`src/rtl/mem_access_unit_if.sv`:
```
// mem_access_unit_if
// Bundles the pipeline-side request/response signals and the memory-side
// bus of mem_access_unit into one interface.
//   pipeline -> unit : req_valid, req_write, req_size, req_signed, req_addr, req_wdata
//   unit -> pipeline : busy, resp_valid, resp_rdata, resp_err
//   unit -> memory   : mem_write_enabled, mem_addr, mem_w_data
//   memory -> unit   : mem_r_data, mem_status (00 idle, 01 busy, 10 done)
// Modports: slave is the unit's view, master is the pipeline/memory view.
interface mem_access_unit_if;
  logic        req_valid;
  logic        req_write;
  logic [1:0]  req_size;
  logic        req_signed;
  logic [31:0] req_addr;
  logic [31:0] req_wdata;

  logic        busy;
  logic        resp_valid;
  logic [31:0] resp_rdata;
  logic        resp_err;

  logic        mem_write_enabled;
  logic [31:0] mem_addr;
  logic [31:0] mem_w_data;
  logic [31:0] mem_r_data;
  logic [1:0]  mem_status;

  modport slave (
    input  req_valid, req_write, req_size, req_signed, req_addr, req_wdata,
    input  mem_r_data, mem_status,
    output busy, resp_valid, resp_rdata, resp_err,
    output mem_write_enabled, mem_addr, mem_w_data
  );

  modport master (
    output req_valid, req_write, req_size, req_signed, req_addr, req_wdata,
    output mem_r_data, mem_status,
    input  busy, resp_valid, resp_rdata, resp_err,
    input  mem_write_enabled, mem_addr, mem_w_data
  );
endinterface

```
`src/rtl/mem_access_unit.sv`:
```
// mem_access_unit
// Turns a single pipeline load/store request into a handshake with a
// memory that reports its progress through mem_status. Each memory phase
// first waits for the memory to be idle (SYNC) and then for it to report
// done (ACCESS); the result is signalled with a one-cycle resp_valid pulse.
// Ports:
//   clk    : clock
//   reset  : synchronous, active-high reset
//   bus_io : mem_access_unit_if.slave (pipeline request/response + memory bus)
// Configuration:
//   MEM_ACCESS_SUBWORD_EN : when defined, byte/half loads are lane-extracted
//   and sign/zero-extended, and byte/half stores become read-modify-write.
//   When undefined every access is a word access and req_size/req_signed
//   are ignored.
module mem_access_unit (
  input  logic             clk,
  input  logic             reset,
  mem_access_unit_if.slave bus_io
);

  typedef enum logic [1:0] {
    IDLE   = 2'd0,
    SYNC   = 2'd1,
    ACCESS = 2'd2,
    DONE   = 2'd3
  } state_e;

  state_e      state_q, state_d;
  logic [31:0] addr_q, addr_d;
  logic [31:0] wdata_q, wdata_d;
  logic [31:0] rdata_q, rdata_d;
  logic        err_q, err_d;
  logic        writePhase_q, writePhase_d;

  logic        accept;
  logic        misaligned;
  logic        memIsIdle;
  logic        memIsDone;
  logic [31:0] loadValue;

  assign accept    = (state_q == IDLE) && bus_io.req_valid;
  assign memIsIdle = (bus_io.mem_status == 2'b00);
  assign memIsDone = (bus_io.mem_status == 2'b10);

`ifdef MEM_ACCESS_SUBWORD_EN
  logic [1:0]  size_q, size_d;
  logic        sgn_q, sgn_d;
  logic        write_q, write_d;
  logic        rmwRead;
  logic [31:0] mergedWord;

  // Moves the addressed lane down to bit 0 and extends it to 32 bits.
  function automatic logic [31:0] extractLoad(input logic [31:0] word,
                                              input logic [1:0]  lane,
                                              input logic [1:0]  size,
                                              input logic        sgn);
    logic [31:0] shifted;
    shifted = word >> {lane, 3'b000};
    if (size == 2'b00)      return {{24{sgn & shifted[7]}}, shifted[7:0]};
    else if (size == 2'b01) return {{16{sgn & shifted[15]}}, shifted[15:0]};
    else                    return word;
  endfunction

  // Replaces the addressed byte/half of the sampled word with store data.
  function automatic logic [31:0] mergeStore(input logic [31:0] word,
                                             input logic [31:0] wdata,
                                             input logic [1:0]  lane,
                                             input logic [1:0]  size);
    logic [31:0] mask;
    mask = (size == 2'b00) ? 32'h0000_00FF : 32'h0000_FFFF;
    return (word & ~(mask << {lane, 3'b000})) | ((wdata & mask) << {lane, 3'b000});
  endfunction

  // Size 11 is handled like a word; bytes can never be misaligned.
  assign misaligned = bus_io.req_size[1] ? (bus_io.req_addr[1:0] != 2'b00)
                                         : (bus_io.req_size[0] & bus_io.req_addr[0]);
  // A sub-word store starts with a read phase whose data gets merged.
  assign rmwRead    = write_q & ~writePhase_q & ~size_q[1];
  assign loadValue  = extractLoad(bus_io.mem_r_data, addr_q[1:0], size_q, sgn_q);
  assign mergedWord = mergeStore(bus_io.mem_r_data, wdata_q, addr_q[1:0], size_q);
`else
  logic unusedCfg;
  assign misaligned = (bus_io.req_addr[1:0] != 2'b00);
  assign loadValue  = bus_io.mem_r_data;
  assign unusedCfg  = ^{bus_io.req_size, bus_io.req_signed, addr_q[1:0]};
`endif

  // State and datapath registers; reset returns everything to zero/IDLE,
  // which also drops mem_write_enabled of an in-flight write phase.
  always_ff @(posedge clk) begin
    if (reset) begin
      state_q      <= IDLE;
      addr_q       <= '0;
      wdata_q      <= '0;
      rdata_q      <= '0;
      err_q        <= 1'b0;
      writePhase_q <= 1'b0;
`ifdef MEM_ACCESS_SUBWORD_EN
      size_q       <= 2'b00;
      sgn_q        <= 1'b0;
      write_q      <= 1'b0;
`endif
    end else begin
      state_q      <= state_d;
      addr_q       <= addr_d;
      wdata_q      <= wdata_d;
      rdata_q      <= rdata_d;
      err_q        <= err_d;
      writePhase_q <= writePhase_d;
`ifdef MEM_ACCESS_SUBWORD_EN
      size_q       <= size_d;
      sgn_q        <= sgn_d;
      write_q      <= write_d;
`endif
    end
  end

  // Next-state logic. mem_status 11 matches neither idle nor done, so it
  // simply holds SYNC/ACCESS.
  always_comb begin
    state_d = state_q;
    case (state_q)
      IDLE:   if (bus_io.req_valid) state_d = misaligned ? DONE : SYNC;
      SYNC:   if (memIsIdle) state_d = ACCESS;
      ACCESS: begin
        if (memIsDone) begin
`ifdef MEM_ACCESS_SUBWORD_EN
          state_d = rmwRead ? SYNC : DONE;
`else
          state_d = DONE;
`endif
        end
      end
      DONE:   state_d = IDLE;
      default: state_d = IDLE;
    endcase
  end

  // Datapath updates: capture the request on acceptance, then consume the
  // memory read data when a read phase completes (load result or merge).
  always_comb begin
    addr_d       = addr_q;
    wdata_d      = wdata_q;
    rdata_d      = rdata_q;
    err_d        = err_q;
    writePhase_d = writePhase_q;
`ifdef MEM_ACCESS_SUBWORD_EN
    size_d       = size_q;
    sgn_d        = sgn_q;
    write_d      = write_q;
`endif
    if (accept) begin
      addr_d  = bus_io.req_addr;
      wdata_d = bus_io.req_wdata;
      err_d   = misaligned;
`ifdef MEM_ACCESS_SUBWORD_EN
      size_d       = bus_io.req_size;
      sgn_d        = bus_io.req_signed;
      write_d      = bus_io.req_write;
      writePhase_d = bus_io.req_write & ~misaligned & bus_io.req_size[1];
`else
      writePhase_d = bus_io.req_write & ~misaligned;
`endif
    end else if ((state_q == ACCESS) && memIsDone && !writePhase_q) begin
`ifdef MEM_ACCESS_SUBWORD_EN
      if (rmwRead) begin
        wdata_d      = mergedWord;
        writePhase_d = 1'b1;
      end else begin
        rdata_d = loadValue;
      end
`else
      rdata_d = loadValue;
`endif
    end
  end

  // Outputs are decoded from the current state and registers only.
  always_comb begin
    bus_io.busy              = (state_q != IDLE);
    bus_io.resp_valid        = (state_q == DONE);
    bus_io.resp_err          = (state_q == DONE) & err_q;
    bus_io.resp_rdata        = rdata_q;
    bus_io.mem_write_enabled = ((state_q == SYNC) || (state_q == ACCESS)) & writePhase_q;
    bus_io.mem_addr          = {addr_q[31:2], 2'b00};
    bus_io.mem_w_data        = wdata_q;
  end

endmodule
```
`src/flat_wrapper.sv`:
```
// flat-port wrapper written by rule: the top's interface ports become plain ports
module mem_access_unit_flat 
  (clk, reset, bus_io_req_valid, bus_io_req_write, bus_io_req_size, bus_io_req_signed, bus_io_req_addr, bus_io_req_wdata, bus_io_mem_r_data, bus_io_mem_status, bus_io_busy, bus_io_resp_valid, bus_io_resp_rdata, bus_io_resp_err, bus_io_mem_write_enabled, bus_io_mem_addr, bus_io_mem_w_data);
  mem_access_unit_if bus_io_i ();
  input  logic clk;
  input  logic reset;
  input wire logic [$bits(bus_io_i.req_valid)-1:0] bus_io_req_valid;
  input wire logic [$bits(bus_io_i.req_write)-1:0] bus_io_req_write;
  input wire logic [$bits(bus_io_i.req_size)-1:0] bus_io_req_size;
  input wire logic [$bits(bus_io_i.req_signed)-1:0] bus_io_req_signed;
  input wire logic [$bits(bus_io_i.req_addr)-1:0] bus_io_req_addr;
  input wire logic [$bits(bus_io_i.req_wdata)-1:0] bus_io_req_wdata;
  input wire logic [$bits(bus_io_i.mem_r_data)-1:0] bus_io_mem_r_data;
  input wire logic [$bits(bus_io_i.mem_status)-1:0] bus_io_mem_status;
  output wire logic [$bits(bus_io_i.busy)-1:0] bus_io_busy;
  output wire logic [$bits(bus_io_i.resp_valid)-1:0] bus_io_resp_valid;
  output wire logic [$bits(bus_io_i.resp_rdata)-1:0] bus_io_resp_rdata;
  output wire logic [$bits(bus_io_i.resp_err)-1:0] bus_io_resp_err;
  output wire logic [$bits(bus_io_i.mem_write_enabled)-1:0] bus_io_mem_write_enabled;
  output wire logic [$bits(bus_io_i.mem_addr)-1:0] bus_io_mem_addr;
  output wire logic [$bits(bus_io_i.mem_w_data)-1:0] bus_io_mem_w_data;
  assign bus_io_i.req_valid = bus_io_req_valid;
  assign bus_io_i.req_write = bus_io_req_write;
  assign bus_io_i.req_size = bus_io_req_size;
  assign bus_io_i.req_signed = bus_io_req_signed;
  assign bus_io_i.req_addr = bus_io_req_addr;
  assign bus_io_i.req_wdata = bus_io_req_wdata;
  assign bus_io_i.mem_r_data = bus_io_mem_r_data;
  assign bus_io_i.mem_status = bus_io_mem_status;
  assign bus_io_busy = bus_io_i.busy;
  assign bus_io_resp_valid = bus_io_i.resp_valid;
  assign bus_io_resp_rdata = bus_io_i.resp_rdata;
  assign bus_io_resp_err = bus_io_i.resp_err;
  assign bus_io_mem_write_enabled = bus_io_i.mem_write_enabled;
  assign bus_io_mem_addr = bus_io_i.mem_addr;
  assign bus_io_mem_w_data = bus_io_i.mem_w_data;
  mem_access_unit u_core (.clk(clk), .reset(reset), .bus_io(bus_io_i));
endmodule
```
`config.mk`:
```
export PLATFORM = sky130hd
export DESIGN_NAME = mem_access_unit_flat
export DESIGN_NICKNAME = d
export VERILOG_FILES = /design/src/rtl/mem_access_unit_if.sv /design/src/rtl/mem_access_unit.sv /design/src/flat_wrapper.sv
export SDC_FILE = /design/constraint.sdc
export NUM_CORES = 1
export LEC_CHECK = 0
export CAP_MARGIN = 20
export CORE_ASPECT_RATIO = 0.9
export CORE_MARGIN = 4
export CORE_UTILIZATION = 41
export DETAILED_ROUTE_END_ITERATION = 7
export HOLD_SLACK_MARGIN = 0.06
export PLACE_DENSITY = 0.88
export SKIP_CTS_REPAIR_TIMING = 1
export SLEW_MARGIN = 20
export SYNTH_ARGS = -nofsm -noshare
export SYNTH_HDL_FRONTEND = slang
export SYNTH_SLANG_ARGS = --single-unit
```
`constraint.sdc`:
```
create_clock -name clk -period 3.5 [get_ports clk]
set_input_delay 0.7 -clock clk [delete_from_list [all_inputs] [get_ports clk]]
set_output_delay 0.7 -clock clk [all_outputs]
set_load 0.005 [all_outputs]
```
Word-level counts from Yosys, hierarchy flattened

Cells that the tools add are included.
Widths: inputs -> output; s select.

Input bits: 105
Output and inout bits: 100
Word-level logic and storage cells: 34
Register bits after elaboration: 100

Eq/ne operators: 7
Muxes and demuxes: 5
Reductions and logical operators: 11
Bitwise logic cells: 5

Operators with widths:

| cell               | count |
|---|---|
| $mux 2             | 4 |
| $pmux 2 s4         | 1 |
| $eq 2x2->1 const B | 3 |
| $logic_not 2->1    | 2 |
| $ne 2x1->1 const B | 2 |
| $reduce_bool 2->1  | 2 |
| $and 1x1->1        | 3 |
| $logic_and 1x1->1  | 3 |
| $reduce_and 3->1   | 1 |
| $eq 2x1->1 const B | 1 |
| $ne 2x2->1 const B | 1 |
| $not 1->1          | 2 |
| $reduce_and 2->1   | 1 |
| $logic_not 1->1    | 1 |
| $logic_or 1x1->1   | 1 |

Longest topological paths before layout

Gate-level depths: netlist of the first run.

Word-level depth: 4
Depth in mapped cells: 8
Gate-level depth less buffers: 5

Least setup slack after synthesis of the first run

OpenSTA, ideal clock, no wires.

Kind: reg2out
Start point: register u_core.state_q[0]
End point: output port bus_io_mem_write_enabled
Arrival time: 0.881 ns
Setup slack: 1.919 ns
Stages on the path, launching flop included: 4
Path buffers: 0
Required time: 2.800 ns
Path through: dfxtp_1 inv_1 ha_1 and2_1

Cells in the longest elaborated chain, start to end: 3
Elaborated cells between the ends (all ways): 4
Classes of those cells: 2 x eq/ne; 1 x bitwise; 1 x reduce/logical

RTL lines:

| what                                     | line                   | RTL |
|---|---|---|
| start: declaration                       | mem_access_unit.sv:28  | `state_e state_q, state_d;` |
| start signal: assignment                 | mem_access_unit.sv:104 | `state_q <= state_d;` |
| $eq 2x1->1 or $eq 2x2->1 (tied branches) | mem_access_unit.sv:184 | `bus_io.mem_write_enabled = ((state_q == SYNC) \|\| (state_q == ACCESS)) & writePhase_q;` |
| $logic_or 1x1->1 *                       | mem_access_unit.sv:184 |  |
| $and 1x1->1 *                            | mem_access_unit.sv:184 |  |
| end: declaration                         | flat_wrapper.sv:19     | `output wire logic [$bits(bus_io_i.mem_write_enabled)-1:0] bus_io_mem_write_enabled;` |

Every way passes the cells marked *; elsewhere a longest branch is shown, timed or not.

Worst setup path in the final report of the first run

Same ends and word-level chain as after synthesis.

==> impl_metrics.ini, run 1 <==
[finish]
stdcell_count = 751
syn2layout_area_growth_pct = 57.9
antenna_cells = 0
nNetsFinal = 737
drive_gt1_frac = 0.0364

[global_routing]
grt-ovfl-total = 0
grt_pass1_vias = 3553
antenna_found_initial = 0
grt_usage = 0.197
grt_max_degree = 101
grt_pass1_wl_um = 17000

[sta]
fin_skew_ns = 0.00582
worst_pin_slew_ns = 1.01
fmax_ghz = 0.406
finalSetupViolations = 0
rsz0062_at_grt = false
period_needed_ns = 2.46
maxSlewHeadroom = 0.327
fin_tns_setup_ns = 0
drv_slew = 0
worst_slack_ns = 1.04
period_share = 0.704
hold_viol = 0
whs_ns = 0.457

[critical_path]
start_kind = register
reg2reg_from = u_core.state_q[0]
crit_fanout = 4
cp.arrival_ns = 1.76
crit_type = register to output pin
required_ns = 2.80
crit_path_end_kind = output pin
startpoint = u_core.state_q[0]

[cts]
clockBufferDepth = 2
insertion_delay_ns = 0.34
cts_tree = done
clk_pin_slew_ns = 0.09
cts_max_level = 3
cts_buffers = 9
cts-root-buf = clkbuf_8
cts_sinks = 98

[synth]
synth_common_cells = 126 x nand2_1, 98 x dfxtp_1, 95 x a21oi_1
synth_warnings = 0
yosys-top-cells-area = dfxtp_1 53%, a21oi_1 13%, nand2_1 13%
synth_cell_types = 26
synth_top_area_share = 0.531
yosysSeqAreaShare = 0.531
syn-cell-area_um2 = 3690
yosysMostFrequentCell = nand2_1
synth_area_per_cell_um2 = 8.16
synth_top_flop_cell = dfxtp_1
synth_edf_count = 0
netlist_instances = 453
ys_ff_latch = 98
synth_top_area_cell = dfxtp_1
async_flop_share = 0

[hold_path]
hold_path_class = register to register
hold_path_startpoint = u_core.bus_io.mem_w_data[23]

[power_and_ir_drop]
seq_power_share = 0.439
p_clk_frac = 0.239
leakage_nw = 2.07
swShare = 0.309
power_switching_uw = 961
p_int_mw = 2.15
power.combinational.fraction = 0.322
irDropWorstVdd_v = 0.000399
pwr_density_cell_nw_per_um2 = 533

[place]
pre_cts_ws_ns = 0.975
place.gp.congestion = 0.745
io_buffers = 199
placed_cells = 735
place_hpwl_um = 7640

[floorplan]
die_w_um = 108
row_count = 32
start_util = 0.425
dieArea_um2 = 10600
ios = 205
core_area_um2 = 8690
die_h_um = 98.1

[route]
wl_met2_um = 5390
drtIter0Drc = 159
ant_nets = 0
viasPerCell = 4.93
drt-total-wl_um = 11000
drt-pass1-iter-count = 4
dr.max_layer_used = met4
avgRoutedWirePerCell_um = 14.7
wl_met3_um = 1050
vias = 3701
wl_met1_um = 4430
drc = 0

[flow_run]
maxCapViolCount = 0

[run_status]
status = finished clean
## critical path: stages, from the launching register on
cell and delay, ns:
dfxtp_1 0.40, inv_1 0.10, ha_1 0.30, and2_1 0.12, clkdlybuf4s50_1 0.51
## state kept, by name, summed over array words and instances (netlist names)
name                      count
u_core.addr_q                30
u_core.bus_io.mem_w_data     32
u_core.bus_io.resp_rdata     32
u_core.err_q                  1
u_core.state_q                2
u_core.writePhase_q           1
## layout by cell type, fill, tap and decap left out, drive strengths merged, types with 2 or more instances in the layout
cell type,Yosys,routed
a21oi,95,95
and2,3,3
buf,30,5
clkbuf,11,11
clkdlybuf4s50,0,198
clkinv,0,2
conb,1,2
dfxtp,98,98
ha,5,5
inv,4,6
mux2i,2,2
nand2,126,126
nand2b,2,2
nand3,33,33
nor2,3,3
o21ai,33,33
## layout make-up
cell class / instances / area, um2
sequential: 98 / 1960
multi-input combinational: 311 / 1490
tap: 119 / 149
clock inverter: 5 / 61.3
timing repair buffer: 203 / 2020
inverter: 4 / 15.0
clock buffer: 11 / 141
fill: 707 / 2850
## worst paths after layout
kind	endpoint	slack (ns)	cells past startpoint
setup / recovery	bus_io_mem_write_enabled	1.04	4
setup reg to reg	u_core.bus_io.mem_w_data[19]	1.53	6
hold / removal	u_core.bus_io.mem_w_data[23]	0.46	2
hold reg to reg	u_core.bus_io.mem_w_data[23]	0.46	2
## through the flow
step	instance area, um2	total power [mW]	utilization
after global placement	5630	2.36	0.648
after CTS	5830	3.14	0.672
after detailed placement	5630	2.40	0.648
after global routing	5830	3.29	0.672
final	5830	3.11	0.672
after floorplan	3700	1.90	-
## cells by family after synthesis
family                   count (synthesis)  share of synthesized area
AND/OR/NAND/NOR                        170                      0.192
AO/OA/AOI/OAI                          132                      0.183
flip-flops                              98                      0.531
buffers and inverters                   45                     0.0704
adder cells (fa/ha/maj)                  5                     0.0169
multiplexers                             2                    0.00542
other                                    1                    0.00101
## layer usage
metal / track usage / vias up
met5: 0 / -
met4: 0.0573 / 0
met3: 0.0668 / 10
met2: 0.343 / 138
met1: 0.227 / 1705
li1: - / 1848
## power groups by stage
| stage | clock network [mW] | logic (mW) | registers (mW) |
|---|---|---|---|
| after floorplan | 0 | 0.501 | 1.40 |
| after global placement | 0 | 0.978 | 1.38 |
| after detailed placement | 0 | 1.01 | 1.39 |
| after CTS | 0.765 | 1.01 | 1.36 |
| after global routing | 0.807 | 1.10 | 1.38 |
| final | 0.742 | 1.00 | 1.36 |
(Power assumes the default switching activity.)
==> run 2: changes to the inputs <==
CORE_UTILIZATION = 35   (was 41)
PLACE_DENSITY = 0.8   (was 0.88)
clock period = 2.2 ns   (was 3.5 ns; I/O delays follow)
==> run 2 against run 1 <==
Effect of this change: sequential power rose by 60%; clock skew barely moved; hold slack got worse by 0.0036 ns; clock power rose by 100%; non-clock buffer count rose by 5; global-route usage fell by 2.2 points; die area rose by 16%; largest power group unchanged.
==> impl_metrics.ini, run 2 (synthesized netlist as in run 1, its figures left out) <==
[run_status]
status = finished clean

[route]
drt-pass1-iter-count = 4
ant_nets = 0
drt-total-wl_um = 11100
viasPerCell = 4.84
drtIter0Drc = 227
drc = 0
vias = 3709
avgRoutedWirePerCell_um = 14.5

[global_routing]
busiest_layer = met2
gr-usage-met2 = 0.301
grt_pass1_vias = 3513
grt_max_degree = 50
grt_usage = 0.175
grt_pass1_wl_um = 17300
antenna_found_initial = 0
grt-ovfl-total = 0
grt_use_met3 = 0.0568
grt.met1_usage = 0.208

[finish]
final_cell_mix = 197 x clkdlybuf4s50_1, 125 x nand2_1, 96 x dfxtp_1
syn2layout_area_growth_pct = 63.3
drive_gt1_frac = 0.0487
nNetsFinal = 742
final_util = 0.586
final_common_cell = clkdlybuf4s50_1
antenna_cells = 0

[critical_path]
crit_fanout = 4
cp.arrival_ns = 1.62
required_ns = 1.76
crit_path_end_kind = output pin
start_kind = register
crit_type = register to output pin

[cts]
clk_pin_slew_ns = 0.07
cts_buffers = 9
clockBufferDepth = 2
cts-root-buf = clkbuf_16
insertion_delay_ns = 0.33
cts_max_level = 3
cts_sinks = 98
cts_tree = done

[sta]
drv_slew = 0
period_needed_ns = 2.06
finalSetupViolations = 0
hold_viol = 0
whs_ns = 0.454
period_share = 0.937
worst_pin_slew_ns = 0.529
maxSlewHeadroom = 0.647
rsz0062_at_grt = false
fmax_ghz = 0.485
fin_skew_ns = 0.00572

[place]
place.gp.congestion = 0.771
io_buffers = 199
place_hpwl_um = 7920

[floorplan]
die_h_um = 105
ios = 205
start_util = 0.359
core_area_um2 = 10300
row_count = 35
dieArea_um2 = 12300
die_w_um = 116

[power_and_ir_drop]
p_clk_frac = 0.279
leakage_nw = 2.17
swShare = 0.298
irDropWorstVdd_v = 0.000508
power_switching_mw = 1.60
power.combinational.fraction = 0.317
p_int_mw = 3.78
power.total_mw = 5.38
pwr_density_cell_nw_per_um2 = 892
seq_power_share = 0.404

[hold_path]
hold_path_class = register to register

[flow_run]
maxCapViolCount = 0
## run 2: routing by layer
layer / vias to the layer above / share of wire
li1: 1855 / -
met1: 1708 / 0.41
met2: 132 / 0.48
met3: 14 / 0.089
met4: 0 / 0.013
met5: - / 0
## run 2: final cells by class
class | count | area (um2)
Fill cell | 909 | 4260
Timing Repair Buffer | 208 | 2120
Sequential cell | 98 | 1970
Multi-Input combinational cell | 311 | 1480
Clock buffer | 11 | 253
Tap cell | 129 | 161
Clock inverter | 5 | 37.5
Inverter | 4 | 15.0
## run 2: path summary, 6_finish.rpt
check | startpoint | endpoint | slack (ns) | cells past startpoint
worst max-delay path | u_core.state_q[0] | bus_io_busy | 0.14 | 4
worst min register to register | u_core.addr_q[24] | u_core.addr_q[24] | 0.45 | 2
worst min-delay path | u_core.addr_q[24] | u_core.addr_q[24] | 0.45 | 2
worst max register to register | u_core.state_q[0] | u_core.err_q | 0.56 | 6
## run 2: per-stage QoR
stage	setup slack (ns)	cells	area (um2)	TNS, ns
2_1_floorplan	0.784	454	3700	0
3_3_place_gp	0.311	750	5740	0
3_5_place_dp	0.276	750	5740	0
4_1_cts	-0.0250	766	6030	-0.0250
5_1_grt	0.0396	766	6030	0
6_report	0.138	766	6030	0
## run 2: worst max-delay path, cell delays in order (launching register included)
cell and delay [ns]:
dfxtp_4 0.36, inv_1 0.07, ha_1 0.25, inv_1 0.09, clkdlybuf4s50_1 0.52
## run 2: power groups by stage
stage / sequential (mW) / clock, mW / combinational, mW
finish: 2.18 / 1.50 / 1.71
floorplan: 2.22 / 0 / 0.797
global placement: 2.19 / 0 / 1.68
global route: 2.21 / 1.62 / 1.88
detailed placement: 2.21 / 0 / 1.72
CTS: 2.18 / 1.54 / 1.73
==> run 3: changes to the inputs <==
CELL_PAD_IN_SITES_DETAIL_PLACEMENT = 0   (was not set)
CELL_PAD_IN_SITES_GLOBAL_PLACEMENT = 1   (was not set)
CORE_UTILIZATION = 24   (was 35)
PLACE_DENSITY = 0.79   (was 0.8)
TNS_END_PERCENT = 100   (was not set)
==> run 3 against run 2 <==
Effect of this change: wire length rose by 4.3%; combinational power hardly changed; power grew 3.5%; setup slack lost 0.034 ns; clock power grew 13%; clock-buffer cell count down 2; non-clock buffer count fell by 2; highest routed layer unchanged.
==> impl_metrics.ini, run 3 (synthesized netlist as in run 1, its figures left out) <==
[run_status]
status = finished clean

[global_routing]
grt_pass1_wl_um = 18200
grt-ovfl-total = 0
grt_max_degree = 53
grt_pass1_vias = 3676
grt_usage = 0.127
antenna_found_initial = 0

[critical_path]
cp.arrival_ns = 1.66
startpoint = u_core.state_q[0]
crit_type = register to output pin
worstReg2RegEnd = u_core.bus_io.resp_rdata[0]
reg2reg_slack_ns = 0.57
reg2reg_from = u_core.state_q[0]
required_ns = 1.76
crit_fanout = 4
worstRegToRegCells = 6
crit_path_end_kind = output pin
cp-endpoint = bus_io_busy
start_kind = register

[route]
drt-pass1-iter-count = 4
avgRoutedWirePerCell_um = 13.9
drc = 0
viasPerCell = 4.52
ant_nets = 0
drt-total-wl_um = 11500
drtIter0Drc = 145
vias = 3763

[cts]
cts_sinks = 98
clockBufferDepth = 2
insertion_delay_ns = 0.34
cts-root-buf = clkbuf_16
cts_max_level = 3
cts_buffers = 9
cts_tree = done
clk_pin_slew_ns = 0.07

[sta]
fin_skew_ns = 0.00332
worst_pin_slew_ns = 0.533
maxSlewHeadroom = 0.644
fmax_ghz = 0.477
whs_ns = 0.453
period_needed_ns = 2.10
fin_tns_setup_ns = 0
drv_slew = 0
hold_viol = 0
finalSetupViolations = 0
worst_slack_ns = 0.103
period_share = 0.953
rsz0062_at_grt = false

[finish]
multi_input_area_um2 = 1490
final_common_cell = clkdlybuf4s50_1
final_cell_mix = 197 x clkdlybuf4s50_1, 125 x nand2_1, 96 x dfxtp_1
syn2layout_area_growth_pct = 66.4
stdcell_count = 833
antenna_cells = 0
nNetsFinal = 740
drive_gt1_frac = 0.0457
n_fill_cell = 1500
final_util = 0.412
regArea_um2 = 1960

[place]
pre_cts_ws_ns = 0.249
placed_cells = 817
place.gp.congestion = 0.752
io_buffers = 199
place_hpwl_um = 8260

[power_and_ir_drop]
irDropWorstVdd_v = 0.000496
pwr_density_cell_nw_per_um2 = 906
leakage_nw = 2.18

[floorplan]
core_area_um2 = 14900
die_w_um = 139
die_h_um = 126
ios = 205
dieArea_um2 = 17400
start_util = 0.248
row_count = 42

[flow_run]
maxCapViolCount = 0

[hold_path]
hold_path_class = register to register
==> run 3: how the worst min path moves through the flow <==
stage	from	to	slack, ns	depth (start not counted)
2_1_floorplan	u_core.writePhase_q	u_core.writePhase_q	0.44	2
6_report	u_core.addr_q[31]	u_core.addr_q[31]	0.45	2
4_1_cts	u_core.addr_q[31]	u_core.addr_q[31]	0.46	2
5_1_grt	u_core.bus_io.mem_w_data[28]	u_core.bus_io.mem_w_data[28]	0.48	2
3_3_place_gp	u_core.addr_q[26]	u_core.addr_q[26]	0.44	2
3_5_place_dp	u_core.addr_q[31]	u_core.addr_q[31]	0.45	2
==> run 3: area by class of cell <==
| type | count | share of cell area |
|---|---|---|
| timing repair buffer | 206 | 0.343 |
| sequential | 98 | 0.320 |
| multi-input combinational | 311 | 0.242 |
| tap | 198 | 0.0403 |
| clock buffer | 9 | 0.0366 |
| clock inverter | 7 | 0.0165 |
| inverter | 4 | 0.00244 |
==> run 3: worst max-delay path, stage by stage, from the launching register on <==
cell and delay (ns):
dfxtp_2 0.36, inv_1 0.08, ha_1 0.26, inv_1 0.09, clkdlybuf4s50_1 0.52
==> run 3: through the flow <==
step	cell area [um2]	power [mW]
after floorplan	3700	3.02
after global placement	5820	3.89
after detailed placement	5820	3.94
after CTS	6140	5.68
after global routing	6150	5.93
final	6150	5.57
==> run 3: power breakdown <==
part           leakage [nW]  switching (mW)  internal, mW
logic                  1.23           0.807         0.890
registers             0.800           0.138          2.04
clock network         0.153           0.689          1.01
==> run 3: routing by layer <==
metal | vias to the layer above | global-route usage | routed length [um] | share of wire
met4 | 0 | 0.0460 | 244 | 0.021
met5 | - | 0 | 0 | 0
met2 | 136 | 0.208 | 5380 | 0.47
met3 | 16 | 0.0603 | 1050 | 0.091
met1 | 1754 | 0.146 | 4870 | 0.42
li1 | 1857 | - | - | -
